===== config.mk =====
export PLATFORM = sky130hd
export DESIGN_NAME = axi_xbar_map_ctrl
export DESIGN_NICKNAME = d
export VERILOG_FILES = /design/src/rtl/axi_xbar_map_pkg.sv /design/src/rtl/axi_xbar_map_ctrl.sv
export SDC_FILE = /design/constraint.sdc
export NUM_CORES = 1
export LEC_CHECK = 0
export ABC_CLOCK_PERIOD_IN_PS = 10100
export BUFFER_PORTS_ARGS = -buffer_cell sky130_fd_sc_hd__buf_2
export CAP_MARGIN = 25
export CORE_AREA = 3 3 475 477
export DETAILED_ROUTE_END_ITERATION = 8
export DIE_AREA = 0 0 478 480
export PLACE_DENSITY = 0.3
export SLEW_MARGIN = 5
export SYNTH_ARGS = -nofsm -noshare
export SYNTH_HDL_FRONTEND = slang
export SYNTH_SLANG_ARGS = --single-unit

===== constraint.sdc =====
create_clock -name clk_i -period 10.1 [get_ports clk_i]
set_input_delay 1.515 -clock clk_i [delete_from_list [all_inputs] [get_ports clk_i]]
set_output_delay 1.515 -clock clk_i [all_outputs]
set_load 0.1 [all_outputs]

===== src/rtl/axi_xbar_map_pkg.sv =====
// rtl/axi_xbar_map_pkg.sv - AXI request/response and address-rule types used by the crossbar map controller
package axi_xbar_map_pkg;

    typedef struct packed {
        logic [31:0] idx;
        logic [63:0] start_addr;
        logic [63:0] end_addr;
    } xbar_rule_64_t;

    typedef struct packed {
        logic [31:0] aw_addr;
        logic [5:0]  aw_atop;
        logic        aw_valid;
        logic [31:0] w_data;
        logic        w_last;
        logic        w_valid;
        logic        b_ready;
        logic [31:0] ar_addr;
        logic        ar_valid;
        logic        r_ready;
    } axi_req_t;

    typedef struct packed {
        logic        aw_ready;
        logic        w_ready;
        logic        b_valid;
        logic        ar_ready;
        logic [31:0] r_data;
        logic        r_last;
        logic        r_valid;
    } axi_resp_t;

endpackage


===== src/rtl/axi_xbar_map_ctrl.sv =====
// rtl/axi_xbar_map_ctrl.sv - quiesce-and-commit controller for the crossbar address map
//
// Sits between upstream masters and the crossbar slave ports. A configuration
// request blocks new AW/AR issue on every port, waits until no transaction is
// outstanding, then loads the new map into the output registers in one cycle.
//
// Ports:
//   clk_i, rst_ni                 clock, asynchronous active-low reset
//   slv_reqs_i / slv_resps_o      upstream AXI side, one entry per slave port
//   xbar_reqs_o / xbar_resps_i    crossbar slave-port side
//   cfg_req_i, cfg_*_i            configuration request and new map contents
//   cfg_ack_o                     one-cycle pulse while the commit happens
//   addr_map_o, en_default_mst_port_o, default_mst_port_o   registered map
//   configured_o                  set after the first commit
//   busy_o                        draining or committing
module axi_xbar_map_ctrl #(
    parameter int unsigned NoSlvPorts  = 2,
    parameter int unsigned NoMstPorts  = 2,
    parameter int unsigned NoAddrRules = 2,
    parameter int unsigned MaxTrans    = 8,
    parameter type req_t  = axi_xbar_map_pkg::axi_req_t,
    parameter type resp_t = axi_xbar_map_pkg::axi_resp_t,
    parameter type rule_t = axi_xbar_map_pkg::xbar_rule_64_t,
    localparam int unsigned IdxW = (NoMstPorts > 1) ? $clog2(NoMstPorts) : 1
) (
    input  logic                             clk_i,
    input  logic                             rst_ni,
    input  req_t  [NoSlvPorts-1:0]           slv_reqs_i,
    output resp_t [NoSlvPorts-1:0]           slv_resps_o,
    output req_t  [NoSlvPorts-1:0]           xbar_reqs_o,
    input  resp_t [NoSlvPorts-1:0]           xbar_resps_i,
    input  logic                             cfg_req_i,
    input  rule_t [NoAddrRules-1:0]          cfg_addr_map_i,
    input  logic  [NoSlvPorts-1:0]           cfg_en_default_i,
    input  logic  [NoSlvPorts-1:0][IdxW-1:0] cfg_default_mst_i,
    output logic                             cfg_ack_o,
    output rule_t [NoAddrRules-1:0]          addr_map_o,
    output logic  [NoSlvPorts-1:0]           en_default_mst_port_o,
    output logic  [NoSlvPorts-1:0][IdxW-1:0] default_mst_port_o,
    output logic                             configured_o,
    output logic                             busy_o
);

    localparam int unsigned    CntW   = $clog2(MaxTrans + 1);
    localparam logic [CntW:0]  MaxCnt = (CntW + 1)'(MaxTrans);

    typedef enum logic [1:0] {UNCFG, RUN, DRAIN, COMMIT} state_e;

    state_e state_q, state_d;

    logic [NoSlvPorts-1:0] aw_blk_q, aw_blk_d, ar_blk_q, ar_blk_d;
    logic [NoSlvPorts-1:0] aw_held_q, aw_held_d, ar_held_q, ar_held_d;
    logic [NoSlvPorts-1:0] aw_gate, ar_gate, aw_v, ar_v;
    logic [NoSlvPorts-1:0] aw_hs, ar_hs, atop_hs, b_hs, rl_hs, wr_uf, rd_uf;
    logic [NoSlvPorts-1:0][CntW-1:0] wr_cnt_q, wr_cnt_d, rd_cnt_q, rd_cnt_d;
    logic [NoSlvPorts-1:0][CntW:0]   rd_sum;
    logic gather, drained;

    always_comb begin
        gather      = (state_q == DRAIN) || (state_q == UNCFG);
        xbar_reqs_o = slv_reqs_i;
        slv_resps_o = xbar_resps_i;
        aw_gate = '0; ar_gate = '0; aw_v = '0; ar_v = '0;
        aw_hs = '0; ar_hs = '0; atop_hs = '0; b_hs = '0; rl_hs = '0;
        wr_uf = '0; rd_uf = '0; rd_sum = '0;
        aw_blk_d = aw_blk_q; ar_blk_d = ar_blk_q;
        aw_held_d = '0; ar_held_d = '0;
        wr_cnt_d = wr_cnt_q; rd_cnt_d = rd_cnt_q;
        drained = 1'b1;
        for (int i = 0; i < NoSlvPorts; i++) begin
            // A valid already shown to the crossbar (held) bypasses the saturation
            // gate. The room check for AR counts a held atomic AW, and the check for
            // an atomic AW counts an AR presented this cycle, so rd_cnt never overflows.
            ar_gate[i] = ar_blk_q[i] | (~ar_held_q[i] &
                (({1'b0, rd_cnt_q[i]} + (CntW + 1)'(aw_held_q[i] & slv_reqs_i[i].aw_atop[5])) >= MaxCnt));
            ar_v[i] = slv_reqs_i[i].ar_valid & ~ar_gate[i];
            aw_gate[i] = aw_blk_q[i] | (~aw_held_q[i] &
                (({1'b0, wr_cnt_q[i]} >= MaxCnt) |
                 (slv_reqs_i[i].aw_atop[5] & (({1'b0, rd_cnt_q[i]} + (CntW + 1)'(ar_v[i])) >= MaxCnt))));
            aw_v[i] = slv_reqs_i[i].aw_valid & ~aw_gate[i];

            xbar_reqs_o[i].aw_valid = aw_v[i];
            xbar_reqs_o[i].ar_valid = ar_v[i];
            // While collecting block flags, ready only follows a presented valid so an
            // idle port never advertises acceptance during a drain.
            slv_resps_o[i].aw_ready = xbar_resps_i[i].aw_ready & ~aw_gate[i] & (~gather | aw_v[i]);
            slv_resps_o[i].ar_ready = xbar_resps_i[i].ar_ready & ~ar_gate[i] & (~gather | ar_v[i]);

            aw_hs[i]   = aw_v[i] & xbar_resps_i[i].aw_ready;
            ar_hs[i]   = ar_v[i] & xbar_resps_i[i].ar_ready;
            atop_hs[i] = aw_hs[i] & slv_reqs_i[i].aw_atop[5];
            b_hs[i]    = xbar_resps_i[i].b_valid & slv_reqs_i[i].b_ready;
            rl_hs[i]   = xbar_resps_i[i].r_valid & xbar_resps_i[i].r_last & slv_reqs_i[i].r_ready;
            aw_held_d[i] = aw_v[i] & ~xbar_resps_i[i].aw_ready;
            ar_held_d[i] = ar_v[i] & ~xbar_resps_i[i].ar_ready;

            if (state_q == COMMIT) begin
                aw_blk_d[i] = 1'b0;
                ar_blk_d[i] = 1'b0;
            end else if (gather) begin
                aw_blk_d[i] = aw_blk_q[i] | ~aw_v[i] | aw_hs[i];
                ar_blk_d[i] = ar_blk_q[i] | ~ar_v[i] | ar_hs[i];
            end

            wr_uf[i]    = b_hs[i] & ~aw_hs[i] & (wr_cnt_q[i] == '0);
            wr_cnt_d[i] = wr_cnt_q[i] + CntW'(aw_hs[i]) - CntW'(b_hs[i] & ~wr_uf[i]);
            rd_sum[i]   = {1'b0, rd_cnt_q[i]} + (CntW + 1)'(ar_hs[i]) + (CntW + 1)'(atop_hs[i]);
            rd_uf[i]    = rl_hs[i] & (rd_sum[i] == '0);
            rd_cnt_d[i] = CntW'(rd_sum[i] - (CntW + 1)'(rl_hs[i] & ~rd_uf[i]));

            // Counters must be empty both now and after this cycle's handshakes;
            // this leaves one quiet cycle after the last response before commit.
            drained = drained & aw_blk_d[i] & ar_blk_d[i] &
                      (wr_cnt_q[i] == '0) & (wr_cnt_d[i] == '0) &
                      (rd_cnt_q[i] == '0) & (rd_cnt_d[i] == '0);
        end
    end

    always_comb begin
        state_d = state_q;
        case (state_q)
            UNCFG:   if (cfg_req_i) state_d = COMMIT;
            RUN:     if (cfg_req_i) state_d = DRAIN;
            DRAIN:   if (drained) state_d = COMMIT;
            COMMIT:  state_d = cfg_req_i ? DRAIN : RUN;
            default: state_d = UNCFG;
        endcase
    end

    assign cfg_ack_o = (state_q == COMMIT);
    assign busy_o    = (state_q == DRAIN) || (state_q == COMMIT);

    always_ff @(posedge clk_i or negedge rst_ni) begin
        if (!rst_ni) begin
            state_q               <= UNCFG;
            aw_blk_q              <= '1;
            ar_blk_q              <= '1;
            aw_held_q             <= '0;
            ar_held_q             <= '0;
            wr_cnt_q              <= '0;
            rd_cnt_q              <= '0;
            addr_map_o            <= '0;
            en_default_mst_port_o <= '0;
            default_mst_port_o    <= '0;
            configured_o          <= 1'b0;
        end else begin
            state_q   <= state_d;
            aw_blk_q  <= aw_blk_d;
            ar_blk_q  <= ar_blk_d;
            aw_held_q <= aw_held_d;
            ar_held_q <= ar_held_d;
            wr_cnt_q  <= wr_cnt_d;
            rd_cnt_q  <= rd_cnt_d;
            if (state_q == COMMIT) begin
                addr_map_o            <= cfg_addr_map_i;
                en_default_mst_port_o <= cfg_en_default_i;
                default_mst_port_o    <= cfg_default_mst_i;
                configured_o          <= 1'b1;
            end
        end
    end

    always_ff @(posedge clk_i) begin
        if (rst_ni) begin
            assert (wr_uf == '0);
            assert (rd_uf == '0);
        end
    end

endmodule


# Word-level counts from Yosys, hierarchy flattened
# Index checks and enable logic that the tools add are counted.
[totals] word_cells=170 reg_bits=351 output_inout_bits=619
[classes] reduce_logical=14 bitwise=98 magnitude_cmp=6 mux=13 addsub=14 eq_ne=6
[op_table] op="$and 1x1->1" count=53
[op_table] op="$logic_not 4->1" count=8
[op_table] op="$add 4x1->5" count=6
[op_table] op="$ge 5x4->1 const B" count=4
[op_table] op="$not 1->1" count=19
[op_table] op="$or 1x1->1" count=18
[op_table] op="$and 1x4->4" count=4
[op_table] op="$not 1->4" count=4
[op_table] op="$sub 4x4->4" count=4
[op_table] op="$add 5x1->5" count=2
[op_table] op="$logic_not 5->1" count=2
[op_table] op="$add 4x1->4" count=2
[op_table] op="$ge 4x4->1 const B" count=2
[op_table] op="$mux 1" count=8
[op_table] op="$mux 2" count=4
[op_table] op="$pmux 2 s4" count=1
[op_table] op="$ne 2x2->1 const B" count=3
[op_table] op="$eq 2x2->1 const B" count=2
[op_table] op="$reduce_and 3->1" count=1
[op_table] op="$eq 2x1->1 const B" count=1
[op_table] op="$logic_not 2->1" count=1
[op_table] op="$logic_or 1x1->1" count=2

# Depth between registers and ports, before layout
[logic_depth] depth_word=34 depth_mapped=29 depth_no_buf=29

# Least setup slack after synthesis
# No wires, ideal clock.
[synth_path] path_type="input-to-reg" from="input slv_reqs_i[183] in the netlist's numbering" to="register state_q[0]" setup_ns=0.092 required_ns=10.008 arrival_time_ns=10.648 stages=29 n_path_buf=0 slack_ns=-0.640 path_cell_list="and2_1 ha_1 ha_1 and4b_1 a211oi_1 nor2_1 and2_1 ha_1 ha_1 and4b_1 a2111oi_2 nor4b_1 nand2_1 inv_1 nand2_1 fa_1 inv_1 ha_1 nand3b_1 o21ai_0 nand4_1 and4_1 ha_1 ha_1 and4_2 nand4_1 or4_1 or4b_1 o31ai_2"
[synth_lines] item="start: declaration" line_no="axi_xbar_map_ctrl.sv:28" text="input req_t [NoSlvPorts-1:0] slv_reqs_i,"
[synth_lines] item="end signal: assignment" line_no="axi_xbar_map_ctrl.sv:147" text="state_q <= state_d;"
[synth_lines] item="end: declaration" line_no="axi_xbar_map_ctrl.sv:49" text="state_e state_q, state_d;"

# Final worst setup path
[layout_path] from="input slv_reqs_i[75] in the netlist's numbering" to="register state_q[0]"
[layout_via] elab_chain_len=34 word_cells_on_any_way=57 cone_classes="7 x add/sub; 2 x order compare; 1 x eq/ne; 4 x mux; 39 x bitwise; 4 x reduce/logical"
[layout_lines] item="branches (longest 25 deep; another with $add 4x1->5)"
[layout_lines] item="$and 1x1->1 (*)" line_no="axi_xbar_map_ctrl.sv:115" text="(rd_cnt_q[i] == '0) & (rd_cnt_d[i] == '0);"
[layout_lines] item="$and 1x1->1 (*) (3 in series)" line_no="axi_xbar_map_ctrl.sv:113" text="drained = drained & aw_blk_d[i] & ar_blk_d[i] &"
[layout_lines] item="$and 1x1->1 (*) (2 in series)" line_no="axi_xbar_map_ctrl.sv:114" text="(wr_cnt_q[i] == '0) & (wr_cnt_d[i] == '0) &"
[layout_lines] item="$and 1x1->1 (*)" line_no="axi_xbar_map_ctrl.sv:115"
[layout_lines] item="$ne 2x2->1 (no source line) (*)"
[layout_lines] item="$reduce_and 3->1 (no source line) (*)"
# Mark *: on every way between the ends.
# A chain may end at the register's enable or synchronous reset.

==> results.txt <==
----------------------------------------------------
[Run status]
  Result of the run ... finished clean

[Clock tree]
  Cts repair resizes ... 0
  Clock tree from TritonCTS ... built
  TritonCTS Buffers ... 52
  Clock latency at the later pin of the worst-skew pair ... 0.65 ns
  Clock input transition at the sequential cells of the worst setup and hold paths ... 0.05 ns
  CTS sink cnt ... 351
  Clock root buffer ... sky130_fd_sc_hd__clkbuf_16
  Max clock buf depth ... 3
  Post-CTS repair timing setup buffer count ... 0
  H-Tree Depth ... 2
  Hold buffer count at cts ... 0

[Finish]
  P&R area growth vs syn ... 42.3%
  Fill cell total of the finished layout ... 25.6k
  Number of nets at the end of the flow ... 2264
  Post-layout instance count excluding filler cells ... 4642
  Most common cell after layout, fill and taps aside ... sky130_fd_sc_hd__buf_2
  Most frequent cells in the layout ... sky130_fd_sc_hd__buf_2 (692), sky130_fd_sc_hd__dfrtp_1 (347), sky130_fd_sc_hd__mux2_2 (324)
  Layout cells sized above 1 ... 68.3%

[Global routing]
  Via count of the first global-routing pass ... 11.8k
  Largest net degree at the start of global routing ... 73
  Initial antenna violation count ... 33
  Wire length of the first global-routing pass ... 106000 um
  Aggregate global routing overflow ... 0
  Global routing usage summed across all routing layers ... 6.73%

[Setup path]
  Data arrival time of the critical path ... 7.66 ns
  Kind of critical path ... input port to register
  Critical-path maximum fanout ... 3
  Endpoint of the worst register-to-register path ... state_q[0]
  CP Capture Type ... register
  Data required time at the worst endpoint ... 10.65 ns
  Launch point of the worst reg-to-reg path ... aw_held_q[0]
  Register-to-register setup slack ... 3.60 ns
  Worst Setup Start Kind ... input port
  Length in cells of the worst reg-to-reg path ... 24

[Synthesis]
  Post-synth cell types ... 52
  Post-synthesis sequential element count ... 351
  Library cell with the largest summed area after synthesis ... sky130_fd_sc_hd__dfrtp_1
  Area contributors post-synth ... sky130_fd_sc_hd__dfrtp_1 (54%), sky130_fd_sc_hd__mux2_2 (23%), sky130_fd_sc_hd__buf_4 (13%)
  Number of synthesis warnings ... 0
  Proportion of netlist area held by the largest area contributor ... 54.1%
  Share of the yosys chip area belonging to registers ... 54.7%
  Gate count of the mapped netlist ... 1178
  Synth Area in XOR/XNOR ... 0.678%
  Synth Area in Simple Gates ... 2.78%
  Average size of a mapped cell ... 13.6 um2
  Adder-cell share of the synthesized area ... 2.52%
  Prevailing post-synth register cell ... sky130_fd_sc_hd__dfrtp_1
  Area fraction in compound gates after synthesis ... 1.28%
  Proportion of synthesized area in mux cells ... 22.8%
  Async set or reset register ratio after synthesis ... 100%
  Area of the mapped netlist ... 16100 um2
  Synthesized net count ... 1827
  Dominant combinational cell family by area after synthesis ... multiplexers
  Number of synthesized flops with an enable pin ... 0

[STA]
  Fin crit period ... 7.12 ns
  Peak clock frequency supported by timing ... 0.141 GHz
  Number of hold-slack violations in the final timing report ... 0
  Slew Limit Headroom ... 32.3%
  Actual transition at the worst max-transition pin ... 1.02 ns
  Setup TNS ... 0 ns
  Setup violation total in the final timing report ... 0
  Final setup skew ... 0.0132 ns
  Slew Viols, Final ... 0
  Share of the clock period used by the worst path ... 70.5%
  Hold WS ... 0.464 ns
  RSZ-0062 raised after global routing ... no

[Drt]
  Routed WL per cell ... 17.3 um
  Antenna Violating Nets Remaining ... 0
  Vias per cell ... 2.32
  DRT Pass-1 Iters ... 4
  Total via count after detailed routing ... 10.8k
  Total Routed Length ... 80200 um
  DRC violation total after the first TritonRoute iteration ... 257
  Number of remaining DRC errors ... 0

[Die]
  Row cnt ... 173
  Number of I/O pins ... 1238
  X dimension of the die ... 478 um
  Height of the die ... 480 um
  Die Area ... 229000 um2
  Placeable core region ... 222000 um2
  Initial core utilization ... 7.24%

[Placed design]
  Number of placed cells counting well taps ... 4535
  Final GP Congestion ... 0.709
  Post-detail-place hpwl ... 65100 um
  Number of buffers inserted by port buffering ... 693

[Worst hold path]
  Hold Crit Depth ... 1
  Hold Crit Class ... register to register
  Hold_sp ... configured_o
  Hold Path Sink ... configured_o

[Job]
  Number of maximum-capacitance violations ... 0

----------------------------------------------------
==> worst max path at each step <==
stage / to / slack (ns) / cells after the start / startpoint
final: state_q[0] / 2.98 / 25 / slv_reqs_i[75]
after global routing: state_q[0] / 2.53 / 30 / slv_reqs_i[183]
after CTS: state_q[0] / 3.00 / 25 / slv_reqs_i[75]
after detailed placement: state_q[0] / 2.27 / 25 / slv_reqs_i[75]
after global placement: state_q[0] / 2.34 / 25 / slv_reqs_i[75]
after floorplan: state_q[0] / 0.88 / 29 / slv_reqs_i[183]
==> state kept, by name (all words and copies together) (netlist names) <==
signal / flops
rd_cnt_q: 8
ar_held_q: 2
aw_held_q: 2
state_q: 2
addr_map_o: 320
configured_o: 1
default_mst_port_o: 2
aw_blk_q: 2
wr_cnt_q: 8
en_default_mst_port_o: 2
ar_blk_q: 2
==> worst max-delay path, stage by stage <==
cell	delay (ns)
sky130_fd_sc_hd__buf_2	0.14
sky130_fd_sc_hd__and2_1	0.14
sky130_fd_sc_hd__ha_1	0.20
sky130_fd_sc_hd__and3_2	0.21
sky130_fd_sc_hd__a211oi_1	0.41
sky130_fd_sc_hd__nor2_1	0.09
sky130_fd_sc_hd__and2_1	0.21
sky130_fd_sc_hd__ha_1	0.22
sky130_fd_sc_hd__and3_2	0.19
sky130_fd_sc_hd__a2111oi_0	0.54
sky130_fd_sc_hd__nor3_1	0.18
sky130_fd_sc_hd__nand3_1	0.21
sky130_fd_sc_hd__nor2_1	0.09
sky130_fd_sc_hd__fa_1	0.43
sky130_fd_sc_hd__ha_1	0.25
sky130_fd_sc_hd__o21ai_0	0.21
sky130_fd_sc_hd__nand4_1	0.11
sky130_fd_sc_hd__and4_1	0.21
sky130_fd_sc_hd__ha_1	0.19
sky130_fd_sc_hd__ha_1	0.32
sky130_fd_sc_hd__and4_2	0.23
sky130_fd_sc_hd__nand4_1	0.08
sky130_fd_sc_hd__or4_1	0.51
sky130_fd_sc_hd__or4b_1	0.56
sky130_fd_sc_hd__o31ai_2	0.19
==> kinds of logic (layout without fill, tap and decap cells) <==
logic type,Yosys count,in the layout
adders and majority gates,30,30
muxes,325,325
AOI/OAI and AO/OA,30,30
other,0,10
DFF,351,351
xor gates and xnor gates,10,10
buffers and inverters,363,842
and+or+nand+nor,69,69
==> final cells by class <==
type	count	area, um2	area share [%]
Antenna cell	10	25.0	0.110
Clock buffer	76	1470	6.44
Clock inverter	20	246	1.08
Inverter	39	146	0.641
Multi-Input combinational cell	464	4840	21.2
Sequential cell	351	8790	38.5
Tap cell	2975	3720	16.3
Timing Repair Buffer	707	3600	15.8
==> routing by layer <==
layer	vias up	track usage [%]	wire (um)	part of all wire, %
li1	4616	-	-	-
met1	5215	5.56	22500	28
met2	672	11.8	41100	51
met3	268	4.21	11000	14
met4	20	4.42	5480	6.8
met5	-	0.249	198	0.25
==> cell usage after synthesis (all sizes together) (2+ instances only) <==
cell	number
mux2	324
a21oi	9
dfstp	4
nor4b	3
and4	3
nor2b	4
nor2	5
inv	39
ha	26
xor2	5
o21ai	6
nor3	4
nand3	8
buf	288
and2	4
nand2	8
and4b	2
clkbuf	36
dfrtp	347
a2111oi	2
nor3b	3
and3	6
nor4	3
or2	2
fa	4
xnor2	4
nand4	3
a211oi	2
a31oi	4
or3b	3
nand3b	4
==> stage by stage <==
| step | worst slack, ns | util, % | area [um2] |
|---|---|---|---|
| 6_report | 2.98 | 10.3 | 22800 |
| 5_1_grt | 2.53 | 10.3 | 22800 |
| 4_1_cts | 3.00 | 10.3 | 22800 |
| 3_5_place_dp | 2.27 | 9.50 | 21100 |
| 3_3_place_gp | 2.34 | 9.50 | 21100 |
| 2_1_floorplan | 0.884 | - | 16100 |
Power is left out: the tool's default activity adds up to more than one toggle a clock period on the data nets, which glitch-free logic cannot reach.
